--- src/rtl/mc_control_unit.sv ---
// mc_control_unit -- multicycle MIPS control FSM.
//
// Sequences each instruction through fetch / decode / execute / memory /
// writeback, one state per cycle.  Memory states stall on mem_ready with a
// bounded wait; an overrun or an unsupported encoding lands in a sticky
// FAULT state that only reset clears.
//
// Ports:
//   clk, rst_n            clock, asynchronous active-low reset
//   op_code, funct        IR[31:26], IR[5:0]
//   zero                  ALU zero flag (gates PCWriteCond into pc_en)
//   mem_ready             memory completes the current access this cycle
//   PCWrite..PCSource     datapath control, decoded from the current state
//   pc_en                 PCWrite | (PCWriteCond & zero)
//   fault, timeout        sticky fault flag and its "memory timeout" cause
//   state                 current state encoding
module mc_control_unit #(
  parameter int OP_W        = 6,
  parameter int FUNCT_W     = 6,
  parameter int MEM_WAIT_EN = 1,
  parameter int WAIT_W      = 4,
  parameter int MAX_WAIT    = 15
) (
  input  logic               clk,
  input  logic               rst_n,
  input  logic [OP_W-1:0]    op_code,
  input  logic [FUNCT_W-1:0] funct,
  input  logic               zero,
  input  logic               mem_ready,
  output logic               PCWrite,
  output logic               PCWriteCond,
  output logic               pc_en,
  output logic               IorD,
  output logic               MemRead,
  output logic               MemWrite,
  output logic               IRWrite,
  output logic [1:0]         MemtoReg,
  output logic [1:0]         RegDst,
  output logic               RegWrite,
  output logic               ALUsrcA,
  output logic [1:0]         ALUsrcB,
  output logic [1:0]         ALUop,
  output logic [1:0]         PCSource,
  output logic               fault,
  output logic               timeout,
  output logic [3:0]         state
);

  typedef enum logic [3:0] {
    ST_FETCH  = 4'd0,  ST_DECODE = 4'd1,  ST_MEMADR = 4'd2,  ST_MEMRD  = 4'd3,
    ST_MEMWB  = 4'd4,  ST_MEMWR  = 4'd5,  ST_RTYPE  = 4'd6,  ST_ALUWB  = 4'd7,
    ST_BRANCH = 4'd8,  ST_ADDI   = 4'd9,  ST_ANDI   = 4'd10, ST_JAL    = 4'd11,
    ST_JR     = 4'd12, ST_UNUSED13 = 4'd13, ST_UNUSED14 = 4'd14, ST_FAULT = 4'd15
  } state_t;

  localparam logic [OP_W-1:0]    OP_RTYPE = OP_W'(6'b000000);
  localparam logic [OP_W-1:0]    OP_LW    = OP_W'(6'b100011);
  localparam logic [OP_W-1:0]    OP_SW    = OP_W'(6'b101011);
  localparam logic [OP_W-1:0]    OP_BEQ   = OP_W'(6'b000100);
  localparam logic [OP_W-1:0]    OP_ADDI  = OP_W'(6'b001000);
  localparam logic [OP_W-1:0]    OP_ANDI  = OP_W'(6'b001100);
  localparam logic [OP_W-1:0]    OP_JAL   = OP_W'(6'b000011);
  localparam logic [FUNCT_W-1:0] FN_JR    = FUNCT_W'(6'b001000);
  localparam logic [WAIT_W-1:0]  WAIT_LIM = WAIT_W'(MAX_WAIT);

  state_t              state_q, state_d;
  logic [WAIT_W-1:0]   wait_cnt_q, wait_cnt_d;
  logic                fault_q, fault_d;
  logic                timeout_q, timeout_d;
  logic                ready;
  logic                mem_state;

  // With the handshake disabled every access completes in one cycle.
  assign ready     = (MEM_WAIT_EN != 0) ? mem_ready : 1'b1;
  assign mem_state = (state_q == ST_FETCH) || (state_q == ST_MEMRD) || (state_q == ST_MEMWR);

  always_comb begin
    state_d    = state_q;
    wait_cnt_d = '0;
    timeout_d  = timeout_q;
    case (state_q)
      ST_FETCH:  if (ready) state_d = ST_DECODE;
      ST_DECODE: begin
        if (op_code == OP_RTYPE)                        state_d = (funct == FN_JR) ? ST_JR : ST_RTYPE;
        else if (op_code == OP_LW || op_code == OP_SW)  state_d = ST_MEMADR;
        else if (op_code == OP_BEQ)                     state_d = ST_BRANCH;
        else if (op_code == OP_ADDI)                    state_d = ST_ADDI;
        else if (op_code == OP_ANDI)                    state_d = ST_ANDI;
        else if (op_code == OP_JAL)                     state_d = ST_JAL;
        else                                            state_d = ST_FAULT;
      end
      ST_MEMADR: state_d = (op_code == OP_LW) ? ST_MEMRD : ST_MEMWR;
      ST_MEMRD:  if (ready) state_d = ST_MEMWB;
      ST_MEMWR:  if (ready) state_d = ST_FETCH;
      ST_RTYPE, ST_ADDI, ST_ANDI:               state_d = ST_ALUWB;
      ST_MEMWB, ST_ALUWB, ST_BRANCH, ST_JAL, ST_JR: state_d = ST_FETCH;
      ST_FAULT:  state_d = ST_FAULT;
      default:   state_d = ST_FAULT;
    endcase
    // A stall with the counter already at the limit is the overrun; a
    // completing access in that same cycle took the normal branch above.
    if (mem_state && !ready) begin
      if (wait_cnt_q == WAIT_LIM) begin
        state_d   = ST_FAULT;
        timeout_d = 1'b1;
      end else begin
        wait_cnt_d = wait_cnt_q + 1'b1;
      end
    end
    fault_d = fault_q | (state_d == ST_FAULT);
  end

  always_ff @(posedge clk or negedge rst_n) begin
    if (!rst_n) begin
      state_q    <= ST_FETCH;
      wait_cnt_q <= '0;
      fault_q    <= 1'b0;
      timeout_q  <= 1'b0;
    end else begin
      state_q    <= state_d;
      wait_cnt_q <= wait_cnt_d;
      fault_q    <= fault_d;
      timeout_q  <= timeout_d;
    end
  end

  always_comb begin
    PCWrite     = 1'b0;
    PCWriteCond = 1'b0;
    IorD        = 1'b0;
    MemRead     = 1'b0;
    MemWrite    = 1'b0;
    IRWrite     = 1'b0;
    MemtoReg    = 2'b00;
    RegDst      = 2'b00;
    RegWrite    = 1'b0;
    ALUsrcA     = 1'b0;
    ALUsrcB     = 2'b00;
    ALUop       = 2'b00;
    PCSource    = 2'b00;
    case (state_q)
      ST_FETCH: begin
        MemRead = 1'b1;
        ALUsrcB = 2'b01;
        IRWrite = ready;
        PCWrite = ready;
      end
      ST_DECODE: ALUsrcB = 2'b11;
      ST_MEMADR: begin ALUsrcA = 1'b1; ALUsrcB = 2'b10; end
      ST_MEMRD:  begin MemRead = 1'b1; IorD = 1'b1; end
      ST_MEMWB:  begin MemtoReg = 2'b01; RegWrite = 1'b1; end
      ST_MEMWR:  begin MemWrite = 1'b1; IorD = 1'b1; end
      ST_RTYPE:  begin ALUsrcA = 1'b1; ALUop = 2'b10; end
      ST_ALUWB: begin
        RegWrite = 1'b1;
        RegDst   = (op_code == OP_RTYPE) ? 2'b01 : 2'b00;
      end
      ST_BRANCH: begin
        ALUsrcA     = 1'b1;
        ALUop       = 2'b01;
        PCWriteCond = 1'b1;
        PCSource    = 2'b01;
      end
      ST_ADDI:   begin ALUsrcA = 1'b1; ALUsrcB = 2'b10; end
      ST_ANDI:   begin ALUsrcA = 1'b1; ALUsrcB = 2'b10; ALUop = 2'b11; end
      ST_JAL: begin
        PCWrite  = 1'b1;
        PCSource = 2'b10;
        RegDst   = 2'b10;
        MemtoReg = 2'b10;
        RegWrite = 1'b1;
      end
      ST_JR:     begin PCWrite = 1'b1; PCSource = 2'b11; end
      default: ;
    endcase
    pc_en = PCWrite | (PCWriteCond & zero);
    // Reset kills every strobe immediately so no partial write survives.
    if (!rst_n) begin
      PCWrite     = 1'b0;
      PCWriteCond = 1'b0;
      pc_en       = 1'b0;
      IorD        = 1'b0;
      MemRead     = 1'b0;
      MemWrite    = 1'b0;
      IRWrite     = 1'b0;
      MemtoReg    = 2'b00;
      RegDst      = 2'b00;
      RegWrite    = 1'b0;
      ALUsrcA     = 1'b0;
      ALUsrcB     = 2'b00;
      ALUop       = 2'b00;
      PCSource    = 2'b00;
    end
  end

  assign fault   = fault_q;
  assign timeout = timeout_q;
  assign state   = state_q;

endmodule

--- config.mk ---
export PLATFORM = sky130hd
export DESIGN_NAME = mc_control_unit
export DESIGN_NICKNAME = d
export VERILOG_FILES = /design/src/rtl/mc_control_unit.sv
export SDC_FILE = /design/constraint.sdc
export NUM_CORES = 1
export LEC_CHECK = 0
export ABC_AREA = 1
export CORE_MARGIN = 5
export CORE_UTILIZATION = 25
export DETAILED_ROUTE_END_ITERATION = 8
export REMOVE_ABC_BUFFERS = 1
export SLEW_MARGIN = 0
export SYNTH_ARGS = -nofsm -noshare
export SYNTH_HDL_FRONTEND = slang
export SYNTH_SLANG_ARGS = --single-unit
--- constraint.sdc ---
create_clock -name clk -period 1.3 [get_ports clk]
set_input_delay 0.195 -clock clk [delete_from_list [all_inputs] [get_ports clk]]
set_output_delay 0.195 -clock clk [all_outputs]
set_load 0.01 [all_outputs]
==> results_dict.tcl, run 1 <==
set metrics [dict create \
    outcome "finished, violations left" \
    violations "setup timing" \
    ios 41 \
    ys_top_cells_by_area "dfrtp_1, nand2_1, nor2_1" \
    die_h_um 68.6 \
    io_buffer_count 40 \
    synth.most_common_cell "nand2_1" \
    setup_violations 29 \
    grt_usage 0.157 \
    grt_pass1_wl_mm 5.66 \
    p_leak_nw 0.998 \
    crit_slowest_cell "dfrtp_2" \
    rsz0062_at_grt "true" \
    path_cells "buf_6 > nor2_4 > buf_4 > nand3_2 > nor2_1 > buf_2" \
    ant_nets 0 \
    worst_slack_ps -378 \
    firstDrtPassIters 4 \
    layout.cells.non_filler 281 \
    netlist_instances 139 \
    hold_viol 0 \
    powerDensity_mw_per_mm2 355 \
    first_global_vias 1282 \
    syn_to_final_growth_pct 132 \
    synth.distinct_cells 26 \
    max-vdd-ir-drop_uv 203 \
    dieArea_mm2 0.00471 \
    viasPerCell 4.64 \
    ff2ff_path_depth 13 \
    ys_async_sr_fraction 1.00 \
    syn-mean-instance-area_um2 6.18 \
    critPathKind "reg -> out" \
    p_sw_w 0.000160 \
    wire_per_inst_um 13.9 \
    grt_overflow 0 \
    synth_seq_area_share 0.291 \
    hold_buffers 0 \
    dp_hpwl_mm 2.56 \
    cts_num_sinks 10 \
    n_antenna_cell 0 \
    finalCritPeriodShare 1.29 \
    core_area_mm2 0.00334 \
    slew-limit-headroom 0.791 \
    drc_errors 0 \
    post-place-cells 263 \
    clock_path_buffers 2 \
    arrival_ps 1480 \
    h-tree-depth 1 \
    wirelength_mm 3.90 \
    cp_slowest_stage_delay_ps 440 \
    fin_nets 253 \
    p_clk_frac 0.393 \
    crit_fanout 5 \
    worst_slew_pin_slew_ps 312 \
    cts_tree "done" \
    yosys_register_bits 10 \
    initial_core_util 0.258 \
    synthTopCellsByCount "nand2_1, nor2_1, inv_1, nand3_1, dfrtp_1" \
    yosys.area.top_type_share 0.291 \
    pwr-share-comb 0.168 \
    switching_share 0.226 \
    layout_min_cycle_time_ps 1680 \
    grt_antenna_before_repair 0 \
    critical_path_required_ps 1110 \
    drv_cap 0 \
    cts_made_buffers 3 \
    holdWs_ps 371 \
    critical_path.startpoint_type "flip-flop" \
    fillers 300 \
    syn_area_um2 860 \
    drv_slew 0 \
    insertion_delay_ps 260 \
    synth_top_area_cell "dfrtp_1" \
    fin_util 0.598 \
    synth-edff-count 0 \
    power_frac_seq 0.439 \
    clock_skew_ps 6.58 \
    p_int_w 0.000548 \
    die_width_um 68.6 \
    vias 1305 \
    layout-drive-gt1-share 0.596 \
    drt-initial-drc-count 44 \
    max_freq_mhz 596 \
    worst_setup_path_end_kind "output port" \
    rows 21 \
    path_clk_slew_ps 60 \
    cts_root_buffer "clkbuf_4" \
    synthFlopType "dfrtp_1" \
    yosysWarnings 0 \
    routabilityCongestion 0.859 \
    grt_max_degree 11 \
    min_path_type "in -> async" \
]
==> worst paths after layout <==
kind / startpoint / end / slack (ps)
setup reg to reg: state[0] / fault / -310
min in group clk: timeout / timeout / 470
max in group asynchronous: rst_n / state[3] / 760
setup / recovery: state[3] / IRWrite / -380
hold reg to reg: timeout / timeout / 470
hold / removal: rst_n / state[2] / 370
==> registers in the layout, indices dropped and copies added, names as in the netlist <==
signal	flops
fault	1
state	4
timeout	1
wait_cnt_q	4
==> metal layers <==
| layer | vias to the layer above | share of wire | global-route usage |
|---|---|---|---|
| met4 | 0 | 0.012 | 0.0471 |
| li1 | 637 | - | - |
| met2 | 38 | 0.55 | 0.296 |
| met3 | 4 | 0.045 | 0.0178 |
| met1 | 626 | 0.39 | 0.184 |
| met5 | - | 0 | 0 |
==> power by group through the flow <==
stage / clock, W / sequential [W] / combinational [W]
after floorplan: 0 / 0.000317 / 0.0000223
after global placement: 0 / 0.000317 / 0.000101
after detailed placement: 0 / 0.000317 / 0.000105
after CTS: 0.000278 / 0.000311 / 0.000116
after global routing: 0.000302 / 0.000311 / 0.000130
final: 0.000279 / 0.000311 / 0.000119
==> cell families (layout without fill, tap and decap cells) <==
kind of cell | after synthesis | count (layout) | share of synthesized area
xor gates and xnor gates | 1 | 1 | 0.0102
AOI/OAI and AO/OA | 14 | 14 | 0.0946
adders and majority gates | 1 | 1 | 0.0146
DFF | 10 | 10 | 0.291
and+or+nand+nor | 89 | 89 | 0.479
buffers and inverters | 24 | 120 | 0.111
==> final cells by class <==
cell class | instances | area [µm²] | share of cell area
Clock buffer | 4 | 36.3 | 0.0182
Tap cell | 46 | 57.6 | 0.0289
Inverter | 22 | 95.1 | 0.0477
Sequential cell | 10 | 255 | 0.128
Multi-Input combinational cell | 105 | 737 | 0.370
Timing Repair Buffer | 94 | 813 | 0.408
==> critical path, delay by kind of cell (launching register included) <==
| family | cells | cell delay [ps] |
|---|---|---|
| flops | 1 | 440 |
| buf+inv | 3 | 430 |
| simple gates | 3 | 350 |
==> per-stage QoR <==
step / setup slack, ps / area (µm²) / power (W) / TNS (ps)
final: -378 / 1990 / 0.000708 / -7280
after global routing: -427 / 1990 / 0.000743 / -9150
after CTS: -343 / 1830 / 0.000704 / -6550
after detailed placement: -732 / 1610 / 0.000422 / -13030
after global placement: -686 / 1610 / 0.000418 / -12460
after floorplan: -257 / 848 / 0.000339 / -702
==> cell usage in the layout (no fill, tap or decap), drive strengths merged <==
master and count:
o21bai 1, a21boi 1, nor3b 1, clkdlybuf4s15 1, clkbuf 4, nor2 28
a31oi 1, xor2 1, buf 76, o22ai 1, nand3b 1, clkdlybuf4s50 15
inv 21, ha 1, nand4 1, a2111oi 1, nor3 6, nand2 34
nand3 18, a21oi 5, o21ai 4, dlygate4sd2 2, dfrtp 10, clkinv 1
==> repair_timing <==
action / CTS / global route
gates resized for setup: 152 / 37
pin swaps: 18 / 18
endpoints found under the setup margin: 35 / 33
cloned: 0 / 0
setup buffers: 10 / 5
hold endpoints to repair: 0 / 0
Power figures use the tool's default switching activity.
==> run 2, diff against run 1 <==
--- a/config.mk
+++ b/config.mk
@@ -14,3 +14,4 @@
 export SYNTH_ARGS = -nofsm -noshare
 export SYNTH_HDL_FRONTEND = slang
 export SYNTH_SLANG_ARGS = --single-unit
+export TNS_END_PERCENT = 30
==> run 2 against run 1 <==
Net effect: the run still ends with setup timing left; die area stayed put; register-to-register slack is essentially flat; clock skew up 1.7 ps; non-clock buffer count is 2 lower; final area shrank 1.1%; critical path depth down 1; wire length down 3.7%; utilization down 0.64 points; final cell count fell by 0.71%; critical endpoint is now pc_en; largest cell class unchanged.
==> results_dict.tcl, run 2 (same netlist as run 1, synthesis figures left out) <==
set metrics [dict create \
    outcome "finished, violations left" \
    violations "setup timing" \
    max_freq_mhz 603 \
    path_clk_slew_ps 60 \
    io_buffer_count 40 \
    critical_path_required_ps 1110 \
    post-place-cells 263 \
    wire_per_inst_um 13.5 \
    dieArea_mm2 0.00471 \
    grt_antenna_before_repair 0 \
    final_common_cell "buf_4" \
    crit_family "flip-flops" \
    layout-drive-gt1-share 0.588 \
    p_leak_nw 0.948 \
    crit_slowest_cell "dfrtp_1" \
    initial_core_util 0.258 \
    max-vdd-ir-drop_uv 234 \
    n_antenna_cell 0 \
    hold_buffers 0 \
    grt_max_degree 11 \
    cp_slowest_stage_delay_ps 430 \
    h-tree-depth 1 \
    r2r_setup_slack_ps -300 \
    stdcell_area_mm2 0.00197 \
    grt_overflow 0 \
    reg2reg_from "state[3]" \
    r2r_end "fault" \
    slew-limit-headroom 0.816 \
    core_area_mm2 0.00334 \
    path_cells "buf_6 > nor2_4 > a31oi_2 > o21ai_1 > buf_2" \
    viasPerCell 4.70 \
    final_cell_mix "buf_4, buf_6, nand2_1" \
    grt_pass1_wl_mm 5.60 \
    insertion_delay_ps 260 \
    cts_tree "done" \
    worst_slew_pin_slew_ps 276 \
    cts_made_buffers 3 \
    ant_nets 0 \
    drt-initial-drc-count 29 \
    cts_root_buffer "clkbuf_4" \
    finalCritPeriodShare 1.28 \
    rsz0062_at_grt "true" \
    dp_hpwl_mm 2.56 \
    tns_ps -7280 \
    clock_skew_ps 8.25 \
    clock_path_buffers 2 \
    firstDrtPassIters 4 \
    cts_num_sinks 10 \
    die_width_um 68.6 \
    drc_errors 0 \
    drv_slew 0 \
    min_path_type "in -> async" \
    ff2ff_path_depth 11 \
    crit_fanout 5 \
    grt_usage 0.154 \
    dp_slack_ps -732 \
    wirelength_mm 3.76 \
    first_global_vias 1277 \
    rows 21 \
    critical_path.startpoint_type "flip-flop" \
    powerDensity_mw_per_mm2 355 \
    worst_setup_path_end_kind "output port" \
    syn_to_final_growth_pct 130 \
    layout.cells.non_filler 279 \
    die_h_um 68.6 \
    setup_violations 30 \
    drv_cap 0 \
    worst_slack_ps -359 \
    place_area_mm2 0.00161 \
    fin_nets 251 \
    hold_viol 0 \
    critPathBufInv 2 \
    arrival_ps 1460 \
    fillers 315 \
    routabilityCongestion 0.859 \
    critPathKind "reg -> out" \
    layout_min_cycle_time_ps 1660 \
    fin_util 0.591 \
    ios 41 \
    vias 1310 \
]
## run 2: how the worst max path moves through the flow
| stage | from | endpoint | cells after the start | slack (ps) |
|---|---|---|---|---|
| 2_1_floorplan | state[1] | pc_en | 5 | -260 |
| 4_1_cts | state[1] | pc_en | 7 | -340 |
| 3_3_place_gp | rst_n | RegDst[1] | 6 | -690 |
| 3_5_place_dp | rst_n | MemtoReg[1] | 6 | -730 |
| 5_1_grt | state[3] | pc_en | 5 | -430 |
| 6_report | state[3] | pc_en | 5 | -360 |
## run 2: tightest hold or removal path, cell delays in order
cell and delay, ps:
clkdlybuf4s50_1 510, buf_6 140, buf_4 120
## run 2: stage by stage
stage	total power [W]	hold WS [ps]
6_report	0.000701	386
5_1_grt	0.000736	407
4_1_cts	0.000703	348
3_5_place_dp	0.000422	461
3_3_place_gp	0.000418	450
2_1_floorplan	0.000339	-101
## run 2: power breakdown
group | switching [W] | internal, W
logic | 0.0000511 | 0.0000679
clock network | 0.000102 | 0.000170
registers | 0 | 0.000311
## run 2: what timing repair did
item | 4_1_cts | 5_1_grt
resized for setup | 136 | 44
buffers inserted | 9 | 4
pin swaps | 13 | 20
endpoints found under the setup margin | 35 | 32
## run 2: final cells by class
type / instances / area (µm²) / share of cell area
Timing Repair Buffer: 92 / 785 / 0.398
Multi-Input combinational cell: 105 / 743 / 0.377
Sequential cell: 10 / 254 / 0.129
Inverter: 22 / 97.6 / 0.0495
Tap cell: 46 / 57.6 / 0.0292
Clock buffer: 4 / 36.3 / 0.0184
## run 2: layer usage
layer	part of all wire	global-route usage	routed length, µm
met3	0.066	0.0194	249
met4	0.028	0.0248	107
met5	0	0	0
met2	0.55	0.299	2080
met1	0.35	0.178	1320
